`src/rtl/spatz_issue_ctrl.sv`:
```
// Issue controller between a scalar core and the Spatz vector unit: buffers vector
// requests, issues them in order, and writes scalar results back or flushes on an illegal instruction.
module spatz_issue_ctrl #(
  parameter int unsigned DEPTH = 4,
  parameter int unsigned ELEN  = 32
) (
  input  logic            clk_i,
  input  logic            rst_i,
  input  logic            req_valid_i,
  output logic            req_ready_o,
  input  logic [31:0]     req_instr_i,
  input  logic [ELEN-1:0] req_rs1_i,
  input  logic [ELEN-1:0] req_rs2_i,
  input  logic [4:0]      req_rd_addr_i,
  input  logic            req_use_rd_i,
  output logic            spatz_valid_o,
  input  logic            spatz_ready_i,
  output logic [31:0]     spatz_instr_o,
  output logic [ELEN-1:0] spatz_rs1_o,
  output logic [ELEN-1:0] spatz_rs2_o,
  input  logic            rsp_valid_i,
  output logic            rsp_ready_o,
  input  logic [ELEN-1:0] rsp_data_i,
  input  logic            rsp_illegal_i,
  output logic            wb_valid_o,
  input  logic            wb_ready_i,
  output logic [4:0]      wb_addr_o,
  output logic [ELEN-1:0] wb_data_o,
  output logic            illegal_o
);

  localparam int unsigned PW = $clog2(DEPTH);
  localparam int unsigned CW = $clog2(DEPTH + 1);

  typedef enum logic {RUN, FLUSH} state_e;

  state_e          state_q, state_d;
  logic [31:0]     fifo_instr_q   [DEPTH];
  logic [ELEN-1:0] fifo_rs1_q     [DEPTH];
  logic [ELEN-1:0] fifo_rs2_q     [DEPTH];
  logic [4:0]      fifo_rd_addr_q [DEPTH];
  logic            fifo_use_rd_q  [DEPTH];
  logic [PW-1:0]   fifo_wptr_q, fifo_rptr_q;
  logic [CW-1:0]   fifo_cnt_q;
  logic [4:0]      pend_rd_addr_q [DEPTH];
  logic            pend_use_rd_q  [DEPTH];
  logic [PW-1:0]   pend_wptr_q, pend_rptr_q;
  logic [CW-1:0]   outst_q, outst_d;
  logic            wb_valid_q, illegal_q;
  logic [4:0]      wb_addr_q;
  logic [ELEN-1:0] wb_data_q;
  logic            fifo_full, fifo_empty, push, issue, rsp_acc, flush_fifo;

  // Handshake qualifiers; everything here derives from registered state plus the peer's inputs
  assign fifo_full     = (fifo_cnt_q == CW'(DEPTH));
  assign fifo_empty    = (fifo_cnt_q == '0);
  assign req_ready_o   = !rst_i && (state_q == RUN) && !fifo_full;
  assign spatz_valid_o = !rst_i && (state_q == RUN) && !fifo_empty && (outst_q != CW'(DEPTH));
  assign spatz_instr_o = spatz_valid_o ? fifo_instr_q[fifo_rptr_q] : '0;
  assign spatz_rs1_o   = spatz_valid_o ? fifo_rs1_q[fifo_rptr_q]   : '0;
  assign spatz_rs2_o   = spatz_valid_o ? fifo_rs2_q[fifo_rptr_q]   : '0;
  assign rsp_ready_o   = (state_q == FLUSH) || !wb_valid_q || wb_ready_i;
  assign push          = req_valid_i && req_ready_o;
  assign issue         = spatz_valid_o && spatz_ready_i;
  assign rsp_acc       = rsp_valid_i && rsp_ready_o && (outst_q != '0);
  assign wb_valid_o    = wb_valid_q;
  assign wb_addr_o     = wb_addr_q;
  assign wb_data_o     = wb_data_q;
  assign illegal_o     = illegal_q;

  // Next state: an illegal response kills queued work and drains whatever is still in flight
  always_comb begin
    state_d    = state_q;
    flush_fifo = 1'b0;
    outst_d    = outst_q + CW'(issue) - CW'(rsp_acc);
    case (state_q)
      RUN: begin
        if (rsp_acc && rsp_illegal_i) begin
          flush_fifo = 1'b1;
          if (outst_d != '0) state_d = FLUSH;
        end
      end
      FLUSH: begin
        if (outst_d == '0) state_d = RUN;
      end
      default: state_d = RUN;
    endcase
  end

  always_ff @(posedge clk_i) begin
    if (rst_i) begin
      state_q <= RUN;
      outst_q <= '0;
    end else begin
      state_q <= state_d;
      outst_q <= outst_d;
    end
  end

  // Queue pointers; pending occupancy always equals the outstanding count
  always_ff @(posedge clk_i) begin
    if (rst_i || flush_fifo) begin
      fifo_wptr_q <= '0;
      fifo_rptr_q <= '0;
      fifo_cnt_q  <= '0;
    end else begin
      if (push)  fifo_wptr_q <= fifo_wptr_q + PW'(1);
      if (issue) fifo_rptr_q <= fifo_rptr_q + PW'(1);
      fifo_cnt_q <= fifo_cnt_q + CW'(push) - CW'(issue);
    end
  end

  always_ff @(posedge clk_i) begin
    if (rst_i) begin
      pend_wptr_q <= '0;
      pend_rptr_q <= '0;
    end else begin
      if (issue)   pend_wptr_q <= pend_wptr_q + PW'(1);
      if (rsp_acc) pend_rptr_q <= pend_rptr_q + PW'(1);
    end
  end

  // Payload storage needs no reset: every read is qualified by an occupancy count
  always_ff @(posedge clk_i) begin
    if (push) begin
      fifo_instr_q[fifo_wptr_q]   <= req_instr_i;
      fifo_rs1_q[fifo_wptr_q]     <= req_rs1_i;
      fifo_rs2_q[fifo_wptr_q]     <= req_rs2_i;
      fifo_rd_addr_q[fifo_wptr_q] <= req_rd_addr_i;
      fifo_use_rd_q[fifo_wptr_q]  <= req_use_rd_i;
    end
    if (issue) begin
      pend_rd_addr_q[pend_wptr_q] <= fifo_rd_addr_q[fifo_rptr_q];
      pend_use_rd_q[pend_wptr_q]  <= fifo_use_rd_q[fifo_rptr_q];
    end
  end

  // Writeback register and illegal pulse
  always_ff @(posedge clk_i) begin
    if (rst_i) begin
      wb_valid_q <= 1'b0;
      wb_addr_q  <= '0;
      wb_data_q  <= '0;
      illegal_q  <= 1'b0;
    end else begin
      illegal_q <= rsp_acc && rsp_illegal_i && (state_q == RUN);
      if (rsp_acc && (state_q == RUN) && !rsp_illegal_i && pend_use_rd_q[pend_rptr_q]) begin
        wb_valid_q <= 1'b1;
        wb_addr_q  <= pend_rd_addr_q[pend_rptr_q];
        wb_data_q  <= rsp_data_i;
      end else if (wb_ready_i) begin
        wb_valid_q <= 1'b0;
      end
    end
  end

endmodule

```
`config.mk`:
```
export PLATFORM = sky130hd
export DESIGN_NAME = spatz_issue_ctrl
export DESIGN_NICKNAME = d
export VERILOG_FILES = /design/src/rtl/spatz_issue_ctrl.sv
export SDC_FILE = /design/constraint.sdc
export NUM_CORES = 1
export LEC_CHECK = 0
export ABC_AREA = 1
export ABC_CLOCK_PERIOD_IN_PS = 5900
export CAP_MARGIN = 20
export CORE_MARGIN = 2
export CORE_UTILIZATION = 49
export DETAILED_ROUTE_END_ITERATION = 7
export GPL_ROUTABILITY_DRIVEN = 1
export GPL_TIMING_DRIVEN = 0
export PLACE_DENSITY = 0.8
export SYNTH_ARGS = -nofsm -noshare
export SYNTH_HDL_FRONTEND = slang
export SYNTH_SLANG_ARGS = --single-unit
```
`constraint.sdc`:
```
create_clock -name clk_i -period 5.9 [get_ports clk_i]
set_clock_uncertainty 0.05 [all_clocks]
set_input_delay 0.59 -clock clk_i [delete_from_list [all_inputs] [get_ports clk_i]]
set_output_delay 0.59 -clock clk_i [all_outputs]
set_load 0.02 [all_outputs]
```
==> results_dict.tcl <==
set metrics [dict create \
    fin_cells 2570 \
    ys_types 27 \
    grt_pass1_vias 13800 \
    synth_area_leaders "edfxtp_1 67%, nor2_1 6.0%, dfxtp_1 6.0%" \
    core_mm2 0.0395 \
    die_h_um 203 \
    hold_path_class "reg -> reg" \
    ant_nets 0 \
    postLayoutCoreUtil 0.629 \
    hp-start "wb_data_o[8]" \
    crit_type "reg -> out" \
    crit_path_start_kind "flip-flop" \
    nets 2165 \
    holdWs_ns 0.437 \
    synth_top_cell_area_share 0.666 \
    min_to "wb_data_o[8]" \
    syn_inst 1667 \
    cts_buffers 48 \
    worstPathArrival_ns 3.17 \
    status "complete, no violations" \
    synth.cell_area_mm2 0.0195 \
    period_share 0.646 \
    clockBufferDepth 3 \
    max-slew-margin-rel 0.318 \
    finalWirelength_mm 48.4 \
    num_rows 73 \
    max_freq_mhz 262 \
    cp_max_fo 10 \
    io_pins 279 \
    clk_pin_slew_ns 0.06 \
    grt_use_total 0.232 \
    cp.required_ns 5.26 \
    ys_ff_latch 490 \
    synth_top_area_cell "edfxtp_1" \
    viasPerCell 5.31 \
    synthToLayoutAreaGrowth_pct 27.5 \
    synthMostInstantiatedCell "edfxtp_1" \
    antenna_found_initial 10 \
    drtIter0Drc 1027 \
    reg2reg_depth 11 \
    leakagePower_nw 9.48 \
    drive_above_1_share 0.0740 \
    synth-edff-count 432 \
    yosysSeqAreaShare 0.726 \
    ys.flop_type "edfxtp_1" \
    ys_warn_count 0 \
    grt_max_degree 30 \
    synth_commonest_cells "432 x edfxtp_1, 312 x nor2_1, 190 x inv_1, 184 x nand2_1, 155 x o21ai_0" \
    die_w_um 203 \
    period_needed_ns 3.81 \
    cap_violations 0 \
    drtPass1Iterations 6 \
    maxSlewViolCount 0 \
    end_kind "primary output" \
    crit_chain "buf_2 -> clkbuf_1 -> o21ai_0 -> o22ai_1 -> nand2_1 -> inv_1 -> clkdlybuf4s50_1" \
    cts-root-buf "clkbuf_16" \
    gp_congestion 0.814 \
    synth_nets 1822 \
    portBuffers 278 \
    r2r_end "fifo_cnt_q[2]" \
    cts_post_setup_buffers_inserted 0 \
    hpwl_mm 32.1 \
    ctsResizeCount 0 \
    initial_utilization 0.493 \
    hold_buffers 0 \
    r2r_slack_ns 3.27 \
    hold_viol 0 \
    clock-sinks 490 \
    async_reset_ff_frac 0 \
    cts.htree.levels 2 \
    route.detailed.drc 0 \
    die-area_mm2 0.0413 \
    postPlaceCellArea_mm2 0.0232 \
    grt_pass1_wl_mm 74.0 \
    holdPathStages 2 \
    worst_pin_slew_ns 1.02 \
    cp_top_family "buffers and inverters" \
    finalPower_mw 9.39 \
    wire_per_inst_um 18.8 \
    cts_tree "built" \
    max_stage_delay_ns 0.63 \
    peakVddDrop_mv 0.276 \
    crit_buf_inv 4 \
    setup_viol 0 \
    r2r_start "state_q" \
    rsz0062_at_grt "no" \
    via_count 13700 \
    p_per_area_mw_per_mm2 378 \
    syn_avg_cell_area_um2 11.7 \
    clk_latency_ns 0.57 \
    post-place-cells 2485 \
    final_area_mm2 0.0248 \
    critPathSlowestCell "clkdlybuf4s50_1" \
    overflow 0 \
]
-- worst max-delay path by stage --
stage	slack, ns	from	cells after the start	endpoint
2_1_floorplan	-0.27	rst_i	5	fifo_instr_q[0][0]
3_3_place_gp	-4.17	rst_i	6	fifo_instr_q[3][5]
3_5_place_dp	2.13	rst_i	11	spatz_rs1_o[24]
4_1_cts	2.03	flip-flop	7	spatz_rs1_o[23]
5_1_grt	1.87	flip-flop	7	spatz_rs1_o[23]
6_report	2.09	flip-flop	7	spatz_rs1_o[26]
-- cell families (layout without fill, tap and decap cells) --
| group | after synthesis | count (layout) | share of synthesized area |
|---|---|---|---|
| buf+inv | 289 | 663 | 0.0625 |
| xor+xnor | 4 | 4 | 0.00180 |
| flops | 490 | 490 | 0.726 |
| compound gates | 313 | 313 | 0.0878 |
| fa+ha+maj | 14 | 14 | 0.00977 |
| simple gates | 557 | 557 | 0.112 |
| other cells | 0 | 4 | 0 |
-- power by group --
group / internal (mW) / switching (mW) / total (mW)
clock: 1.79 / 1.27 / 3.06
combinational: 0.838 / 1.36 / 2.20
sequential: 4.04 / 0.0896 / 4.13
total: 6.67 / 2.72 / 9.39
-- sequential cells by signal, indices dropped and copies added, names as in the netlist, 5 cells and up, named ones only --
signal	flops
wb_data_o	32
fifo_instr_q	128
fifo_rs1_q	128
pend_rd_addr_q	20
fifo_rd_addr_q	20
fifo_rs2_q	128
wb_addr_o	5
-- metal layers --
layer	part of all wire	up-vias	track usage
met1	0.39	6575	0.285
met4	0.027	6	0.0826
li1	-	6391	-
met2	0.50	588	0.403
met5	0.00091	-	0
met3	0.087	96	0.0542
-- cells in the final DEF (no fill, tap or decap), types with 3 or more instances in the layout --
master,n
edfxtp_1,432
nor2_1,308
clkdlybuf4s50_1,278
inv_1,190
nand2_1,184
o21ai_0,155
o22ai_1,102
dfxtp_1,58
nand3_1,55
o21ai_1,53
clkbuf_16,48
clkbuf_1,44
buf_2,37
buf_12,14
ha_1,12
buf_6,9
clkinv_2,8
bufinv_16,7
clkinv_1,6
nor2_4,5
diode_2,4
inv_2,4
buf_4,4
buf_1,4
xor2_1,3
clkinv_4,3
-- metrics by stage --
| step | setup WS, ns | setup TNS [ns] |
|---|---|---|
| after global placement | -4.17 | -1668.79 |
| after detailed placement | 2.13 | 0 |
| after CTS | 2.03 | 0 |
| after global routing | 1.87 | 0 |
| final | 2.09 | 0 |
| after floorplan | -0.268 | -109.46 |
-- worst min-delay path, cell delays in order, from the launching register on --
cell and delay [ns]:
dfxtp_1 0.31, nor2_1 0.09, nor2_1 0.05
-- layout make-up --
cell class / instances / area (um^2)
buffer: 94 / 482
timing repair buffer: 293 / 3090
inverter: 195 / 734
antenna: 4 / 10.0
clock inverter: 29 / 345
clock buffer: 52 / 1220
tap: 525 / 657
fill: 2923 / 14600
multi-input combinational: 888 / 4150
sequential: 490 / 14100
(Power assumes the default switching activity.)
